==> config.mk <==
export PLATFORM = sky130hd
export DESIGN_NAME = seq_restoring_divider_flat
export DESIGN_NICKNAME = d
export VERILOG_FILES = /design/src/rtl/seq_restoring_divider_if.sv /design/src/rtl/seq_restoring_divider.sv /design/src/flat_wrapper.sv
export SDC_FILE = /design/constraint.sdc
export NUM_CORES = 1
export LEC_CHECK = 0
export CAP_MARGIN = 20
export CORE_UTILIZATION = 50
export DETAILED_ROUTE_END_ITERATION = 8
export GPL_ROUTABILITY_DRIVEN = 1
export GPL_TIMING_DRIVEN = 1
export PLACE_DENSITY = 0.75
export SYNTH_ARGS = -nofsm -noshare
export SYNTH_HDL_FRONTEND = slang
export SYNTH_SLANG_ARGS = --single-unit
==> constraint.sdc <==
create_clock -name clk -period 2.2 [get_ports clk]
set_input_delay 0.22 -clock clk [delete_from_list [all_inputs] [get_ports clk]]
set_output_delay 0.22 -clock clk [all_outputs]
set_load 0.01 [all_outputs]
==> src/rtl/seq_restoring_divider_if.sv <==
// Start/busy/done handshake bundle between a controller and the restoring divider.
// The controller drives start and the operands; the divider returns status and results.
interface seq_restoring_divider_if #(
    parameter int WIDTH = 4
) ();
    logic             start;
    logic [WIDTH-1:0] dividend;
    logic [WIDTH-1:0] divisor;
    logic             busy;
    logic             done;
    logic [WIDTH-1:0] quotient;
    logic [WIDTH-1:0] remainder;
    logic             div_by_zero;

    modport master (
        output start, dividend, divisor,
        input  busy, done, quotient, remainder, div_by_zero
    );

    modport slave (
        input  start, dividend, divisor,
        output busy, done, quotient, remainder, div_by_zero
    );
endinterface

==> src/rtl/seq_restoring_divider.sv <==
// Iterative unsigned restoring divider: one quotient bit per clock, WIDTH cycles per divide.
// A zero divisor short-circuits to an all-ones quotient with the dividend as remainder.
//
//   state | meaning
//   IDLE  | waiting for start; results held
//   RUN   | shift-and-subtract iterations, busy high
//   DONE  | one-cycle done pulse; start accepted here too
module seq_restoring_divider #(
    parameter int WIDTH = 4
) (
    input logic                    clk,
    input logic                    rst,
    seq_restoring_divider_if.slave bus
);
    localparam int CW = $clog2(WIDTH);
    localparam logic [CW-1:0] LAST = CW'(WIDTH - 1);

    typedef enum logic [1:0] {
        IDLE = 2'd0,
        RUN  = 2'd1,
        DONE = 2'd2
    } state_t;

    state_t           state_q, state_d;
    logic [WIDTH:0]   prem_q, prem_d;
    logic [WIDTH-1:0] shreg_q, shreg_d;
    logic [WIDTH-1:0] dvsr_q, dvsr_d;
    logic [CW-1:0]    cnt_q, cnt_d;
    logic             busy_q, busy_d;
    logic             done_q, done_d;
    logic [WIDTH-1:0] quo_q, quo_d;
    logic [WIDTH-1:0] rem_q, rem_d;
    logic             dbz_q, dbz_d;

    logic [WIDTH:0]   shifted;
    logic [WIDTH:0]   trial;
    logic             accept;

    // The partial remainder never exceeds the divisor, so its MSB is zero before each shift.
    always_comb begin
        shifted = {prem_q[WIDTH-1:0], shreg_q[WIDTH-1]};
        trial   = shifted - {1'b0, dvsr_q};
        accept  = bus.start && (state_q != RUN);
    end

    always_comb begin
        state_d = state_q;
        prem_d  = prem_q;
        shreg_d = shreg_q;
        dvsr_d  = dvsr_q;
        cnt_d   = cnt_q;
        busy_d  = busy_q;
        done_d  = 1'b0;
        quo_d   = quo_q;
        rem_d   = rem_q;
        dbz_d   = dbz_q;

        case (state_q)
            RUN: begin
                prem_d  = trial[WIDTH] ? shifted : trial;
                shreg_d = {shreg_q[WIDTH-2:0], ~trial[WIDTH]};
                cnt_d   = cnt_q + CW'(1);
                if (cnt_q == LAST) begin
                    state_d = DONE;
                    busy_d  = 1'b0;
                    done_d  = 1'b1;
                    quo_d   = shreg_d;
                    rem_d   = prem_d[WIDTH-1:0];
                    dbz_d   = 1'b0;
                end
            end
            default: begin
                state_d = IDLE;
                if (accept) begin
                    if (bus.divisor != '0) begin
                        state_d = RUN;
                        busy_d  = 1'b1;
                        prem_d  = '0;
                        shreg_d = bus.dividend;
                        dvsr_d  = bus.divisor;
                        cnt_d   = '0;
                    end else begin
                        state_d = DONE;
                        done_d  = 1'b1;
                        quo_d   = '1;
                        rem_d   = bus.dividend;
                        dbz_d   = 1'b1;
                    end
                end
            end
        endcase
    end

    always_ff @(posedge clk or posedge rst) begin
        if (rst) begin
            state_q <= IDLE;
            prem_q  <= '0;
            shreg_q <= '0;
            dvsr_q  <= '0;
            cnt_q   <= '0;
            busy_q  <= 1'b0;
            done_q  <= 1'b0;
            quo_q   <= '0;
            rem_q   <= '0;
            dbz_q   <= 1'b0;
        end else begin
            state_q <= state_d;
            prem_q  <= prem_d;
            shreg_q <= shreg_d;
            dvsr_q  <= dvsr_d;
            cnt_q   <= cnt_d;
            busy_q  <= busy_d;
            done_q  <= done_d;
            quo_q   <= quo_d;
            rem_q   <= rem_d;
            dbz_q   <= dbz_d;
        end
    end

    assign bus.busy        = busy_q;
    assign bus.done        = done_q;
    assign bus.quotient    = quo_q;
    assign bus.remainder   = rem_q;
    assign bus.div_by_zero = dbz_q;

    a_busy_done_excl: assert property (@(posedge clk) disable iff (rst) !(busy_q && done_q));
    a_prem_bounded:   assert property (@(posedge clk) disable iff (rst)
                                       (state_q == RUN) |-> (prem_q[WIDTH] == 1'b0));
endmodule

==> src/flat_wrapper.sv <==
// flat-port wrapper written by rule: the top's interface ports become plain ports
module seq_restoring_divider_flat 
#(
    parameter int WIDTH = 4
)
  (clk, rst, bus_start, bus_dividend, bus_divisor, bus_busy, bus_done, bus_quotient, bus_remainder, bus_div_by_zero);
  seq_restoring_divider_if #(.WIDTH(WIDTH)) bus_i ();
  input logic clk;
  input logic rst;
  input wire logic [$bits(bus_i.start)-1:0] bus_start;
  input wire logic [$bits(bus_i.dividend)-1:0] bus_dividend;
  input wire logic [$bits(bus_i.divisor)-1:0] bus_divisor;
  output wire logic [$bits(bus_i.busy)-1:0] bus_busy;
  output wire logic [$bits(bus_i.done)-1:0] bus_done;
  output wire logic [$bits(bus_i.quotient)-1:0] bus_quotient;
  output wire logic [$bits(bus_i.remainder)-1:0] bus_remainder;
  output wire logic [$bits(bus_i.div_by_zero)-1:0] bus_div_by_zero;
  assign bus_i.start = bus_start;
  assign bus_i.dividend = bus_dividend;
  assign bus_i.divisor = bus_divisor;
  assign bus_busy = bus_i.busy;
  assign bus_done = bus_i.done;
  assign bus_quotient = bus_i.quotient;
  assign bus_remainder = bus_i.remainder;
  assign bus_div_by_zero = bus_i.div_by_zero;
  seq_restoring_divider #(.WIDTH(WIDTH)) u_core (.clk(clk), .rst(rst), .bus(bus_i));
endmodule
Yosys cells after proc, flatten, opt, wreduce, memory -nomap -nowiden
Cells that the tools add are included.
- register bits after elaboration: 27
- input port bits: 11
- bits in read-only memories: 0
- memory bits (writable): 0
- latch bits: 0
- memories kept: 0
- shifts and indexed selects: 0
- multiply operators: 0
- bitwise logic cells: 2
- order comparisons: 0
- reductions and logical operators: 8
- $add $sub $neg: 2
- divide/modulo/power cells: 0
- equality and inequality tests: 5
- multiplexer cells: 33
- operators by type and width (operator ; count):
    $mux 4 ; 15
    $mux 2 ; 7
    $mux 1 ; 11
    $reduce_and 3->1 ; 3
    $sub 5x4->5 ; 1
    $ne 2x1->1 const B ; 2
    $reduce_bool 2->1 ; 2
    $reduce_bool 4->1 ; 1
    $add 2x1->2 const B ; 1
    $eq 2x1->1 const B ; 1
    $eq 2x2->1 const B ; 1
    $ne 2x2->1 const B ; 1
    $not 1->1 ; 2
    $reduce_and 2->1 ; 1
    $logic_and 1x1->1 ; 1

Logic depth before layout (Yosys ltp)
Gate-level depths: netlist of the first run.
- depth after elaboration: 4
- mapped depth: 8
- depth with buffers taken out: 8

Worst setup path before layout of the first run
No wires, ideal clock.
- path type: register to register
- from: register u_core.shreg_q[3]
- to: register u_core.rem_q[2], in the netlist u_core.bus.remainder[2]
- stages on the path, launching flop included: 9
- slack: 0.219 ns
- arrival time: 1.848 ns
- clock period less this slack: 1.981 ns
- buffers on the path: 0
- data required time: 2.067 ns
- cell sequence: dfrtp_1 -> inv_1 -> ha_1 -> fa_1 -> nand2b_2 -> a21oi_4 -> nor2_1 -> a2111oi_1 -> a21oi_1
- longest elaborated chain between the ends: 4
- ends and longest elaborated chain (what ; RTL line ; RTL):
    start, declared ; seq_restoring_divider.sv:26 ; logic [WIDTH-1:0] shreg_q, shreg_d;
    start signal, assigned ; seq_restoring_divider.sv:109 ; shreg_q <= shreg_d;
    $sub 5x4->5 ; seq_restoring_divider.sv:42 ; trial = shifted - {1'b0, dvsr_q};
    $mux 4 ; seq_restoring_divider.sv:60 ; prem_d = trial[WIDTH] ? shifted : trial;
    $mux 4 ; seq_restoring_divider.sv:63 ; if (cnt_q == LAST) begin
    $mux 4 ; seq_restoring_divider.sv:58 ; case (state_q)
    end signal, assigned ; seq_restoring_divider.sv:115 ; rem_q <= rem_d;
    end, declared ; seq_restoring_divider.sv:32 ; logic [WIDTH-1:0] rem_q, rem_d;
No other way between the ends. The select of a mux whose other input is x is not followed.
A chain may end at the register's enable or synchronous reset.

Final worst setup path of the first run
Same ends and word-level chain as after synthesis.

==> impl_metrics.toml, run 1 <==
[outcome]
status = "finished, final reports clean"

[yosys]
synth_warnings = 0
yosysSeqAreaShare_pct = 48.65
netlist_area_um2 = 1389
netlist-cell-type-count = 37
synth_seq_cells = 27
syn_area_per_cell_um2 = 9.920
syn_nets = 157
netlist_instances = 140

[power]
power.total_mw = 2.623
swShare_pct = 41.94
power.internal_mw = 1.523
power_switching_mw = 1.100
seq_power_share_pct = 34.4
p_leak_nw = 0.7512
peakVddDrop_mv = 0.8815
power_density_nw_per_um2 = 1559
clock_power_share_pct = 8.1
pwr-share-comb_pct = 57.5

[floorplanning]
die_h_um = 54.71
die_w_um = 54.71
row_count = 18
die_area_um2 = 2993
ios = 22
start_util_pct = 54.57
coreArea_um2 = 2545

[critical_path]
crit_chain = "inv_1, ha_1, fa_2, nand2b_2, a21oi_4, nor2_1, a2111oi_2, a21oi_1"
end_kind = "register"
critPathLaunchType = "register"
critPathArrivalTime_ns = 2.30
crit_buf_inv = 1
critPathKind = "register to register"
path_max_fanout = 7
critPathSlowestCell = "dfrtp_1"
crit_path_max_incr_delay_ns = 0.40
worstPathRequired_ns = 2.40
cp_top_family = "compound AO/OA/AOI/OAI gates"

[cts]
clk_latency_ns = 0.32
clk_path_buf_depth = 2
h-tree-depth = 1
cts.sinks = 27
numCtsBuffers = 3
path_clk_slew_ns = 0.15
cts_root_buf = "clkbuf_4"
cts_tree = "yes"
cts-hold-fix-buffers = 0

[detailed_routing]
avgViaCountPerCell = 5.656
antenna_left = 0
dr.pass1.iters = 4
drc = 0
drtIter0Drc = 27
vias = 1103
routed_wl_um = 2987
post_drt_wl_per_cell_um = 15.32

[final_layout]
diodes = 0
drive_above_1_share_pct = 10.30
layout_commonest_cell = "dfrtp_1"
final_cell_mix = "dfrtp_1, clkdlybuf4s50_1, nand2_1, o21ai_0, nor2_1"
fin_nets = 183
area_growth_pct = 21.17
utilization_pct = 66.13

[grt]
grt_max_degree = 28
grt_first_pass_wirelength_um = 4636
track_usage_pct = 22.26
grt_pass1_vias = 1081
grt.overflow.total = 0
grt_antenna_before_repair = 0

[placed_design]
gp_congestion = 0.8417
dp.final_hpwl_um = 2253
numPortBuffers = 21

[timing]
fmax_ghz = 0.4765
worstMarginPinSlew_ns = 0.4085
min_period_over_period_pct = 95.40
slew-limit-headroom_pct = 72.48
report.final.setup_viol = 0
rsz0062_at_grt = "false"
final-max-slew-violation-count = 0
hold_violations = 0
fin_crit_ns = 2.099
worst_clock_skew_ns = 0.006351

[hold_path]
worst_hold_path_type = "input pin to asynchronous set/reset pin"

[run]
maxCapViolations = 0
[Yosys cell counts, drive strengths merged]
cell | n | area share, %
a2111o | 1 | 0.81
a2111oi | 1 | 0.72
a211o | 2 | 1.3
a21oi | 9 | 4.1
a31oi | 1 | 0.45
a32o | 1 | 0.72
a41oi | 2 | 1.3
and2 | 1 | 0.45
and3 | 3 | 1.4
buf | 4 | 2.1
clkbuf | 2 | 0.54
dfrtp | 27 | 49
fa | 1 | 1.4
ha | 5 | 4.5
inv | 6 | 1.6
mux2 | 1 | 0.81
mux2i | 4 | 2.9
nand2 | 19 | 5.3
nand2b | 9 | 4.2
nand3 | 6 | 2.2
nand3b | 2 | 1.1
nor2 | 10 | 2.7
nor2b | 1 | 0.45
nor3 | 2 | 0.72
nor4 | 1 | 0.90
o21a | 1 | 0.54
o21ai | 11 | 4.0
o22a | 3 | 1.9
or3 | 1 | 0.45
xnor2 | 2 | 1.3
xor2 | 1 | 0.63
[area by class of cell]
| cell class | instances | area [um^2] |
|---|---|---|
| tap | 30 | 37.54 |
| inverter | 6 | 22.52 |
| clock inverter | 1 | 7.507 |
| timing repair buffer | 27 | 255.2 |
| fill | 219 | 862.1 |
| clock buffer | 3 | 22.52 |
| sequential | 27 | 675.6 |
| multi-input combinational | 101 | 661.9 |
[cells by family after synthesis]
logic type	count (synthesis)	synth area share, %
XOR/XNOR	3	1.892
buffers and inverters	12	4.234
multiplexers	5	3.694
AND/OR/NAND/NOR	55	19.91
flip-flops	27	48.65
AO/OA/AOI/OAI	32	15.68
adder cells (fa/ha/maj)	6	5.946
[state kept, by name (all words and copies together), names as in the netlist]
name and count:
u_core.bus.quotient 4, u_core.bus.remainder 4, u_core.dvsr_q 4, u_core.prem_q 4, u_core.shreg_q 4, u_core.cnt_q 2
u_core.state_q 2, u_core.bus.busy 1, u_core.bus.div_by_zero 1, u_core.bus.done 1
[layer usage]
metal / share of wire [%] / up-vias / track usage, %
met3: 5.1 / 4 / 3.889
li1: - / 542 / -
met2: 49 / 30 / 38.76
met1: 45 / 527 / 27.69
met5: 0 / - / 0
met4: 0.90 / 0 / 6.838
[power by group through the flow]
stage	combinational, mW	clock [mW]	sequential, mW
finish	1.51	0.214	0.902
CTS	1.47	0.223	0.904
detailed placement	1.44	0	0.915
floorplan	0.990	0	0.899
global placement	1.40	0	0.899
global route	1.67	0.241	0.933
[worst paths after layout]
check                                       start  slack, ns                 endpoint  cells after the start
worst max-delay path            u_core.shreg_q[3]       0.10  u_core.bus.remainder[2]                      8
worst min-delay path                          rst       0.24        u_core.state_q[1]                      3
worst max register to register  u_core.shreg_q[3]       0.10  u_core.bus.remainder[2]                      8
worst min register to register    u_core.bus.busy       0.51          u_core.bus.busy                      1
max in group asynchronous                     rst       1.69          u_core.cnt_q[0]                      3
min in group clk                   bus_divisor[3]       0.49         u_core.dvsr_q[3]                      3
[metrics by stage]
stage               instance area (um^2)  setup slack (ns)   TNS [ns]  std cells  hold WS [ns]
floorplan                           1389            0.2187          0        140        0.2727
global placement                    1630            0.1234          0        189        0.4574
detailed placement                  1630         -0.003668  -0.003668        189        0.4794
CTS                                 1665           0.01004          0        193        0.2550
global route                        1683          0.003952          0        195        0.2675
finish                              1683            0.1012          0        195        0.2450
[worst reg2reg max path: cells and delay by family, from the launching register on]
| family | cells | cell delay, ns |
|---|---|---|
| AOI/OAI and AO/OA | 3 | 0.68 |
| adders and majority gates | 2 | 0.55 |
| DFF | 1 | 0.40 |
| and+or+nand+nor | 2 | 0.31 |
| buffers and inverters | 1 | 0.05 |
[what timing repair did]
action                     CTS  global route
setup endpoints to repair    1             4
resized for setup            1             1
setup buffers                0             2
pin swaps                    1             2
Power figures use the tool's default switching activity.
==> inputs of run 2 (changes only) <==
--- a/config.mk
+++ b/config.mk
@@ -7,6 +7,7 @@
 export LEC_CHECK = 0
 export CAP_MARGIN = 20
 export CORE_UTILIZATION = 50
+export CTS_CLUSTER_DIAMETER = 120
 export DETAILED_ROUTE_END_ITERATION = 8
 export GPL_ROUTABILITY_DRIVEN = 1
 export GPL_TIMING_DRIVEN = 1
==> results of run 2 <==
The final DEF is identical to that of run 1; final timing and power are the same.
==> inputs of run 3 (changes only) <==
--- a/config.mk
+++ b/config.mk
@@ -10,7 +10,6 @@
 export CTS_CLUSTER_DIAMETER = 120
 export DETAILED_ROUTE_END_ITERATION = 8
 export GPL_ROUTABILITY_DRIVEN = 1
-export GPL_TIMING_DRIVEN = 1
 export PLACE_DENSITY = 0.75
 export SYNTH_ARGS = -nofsm -noshare
 export SYNTH_HDL_FRONTEND = slang
==> results of run 3 <==
The final DEF is identical to that of run 1; final timing and power are the same.
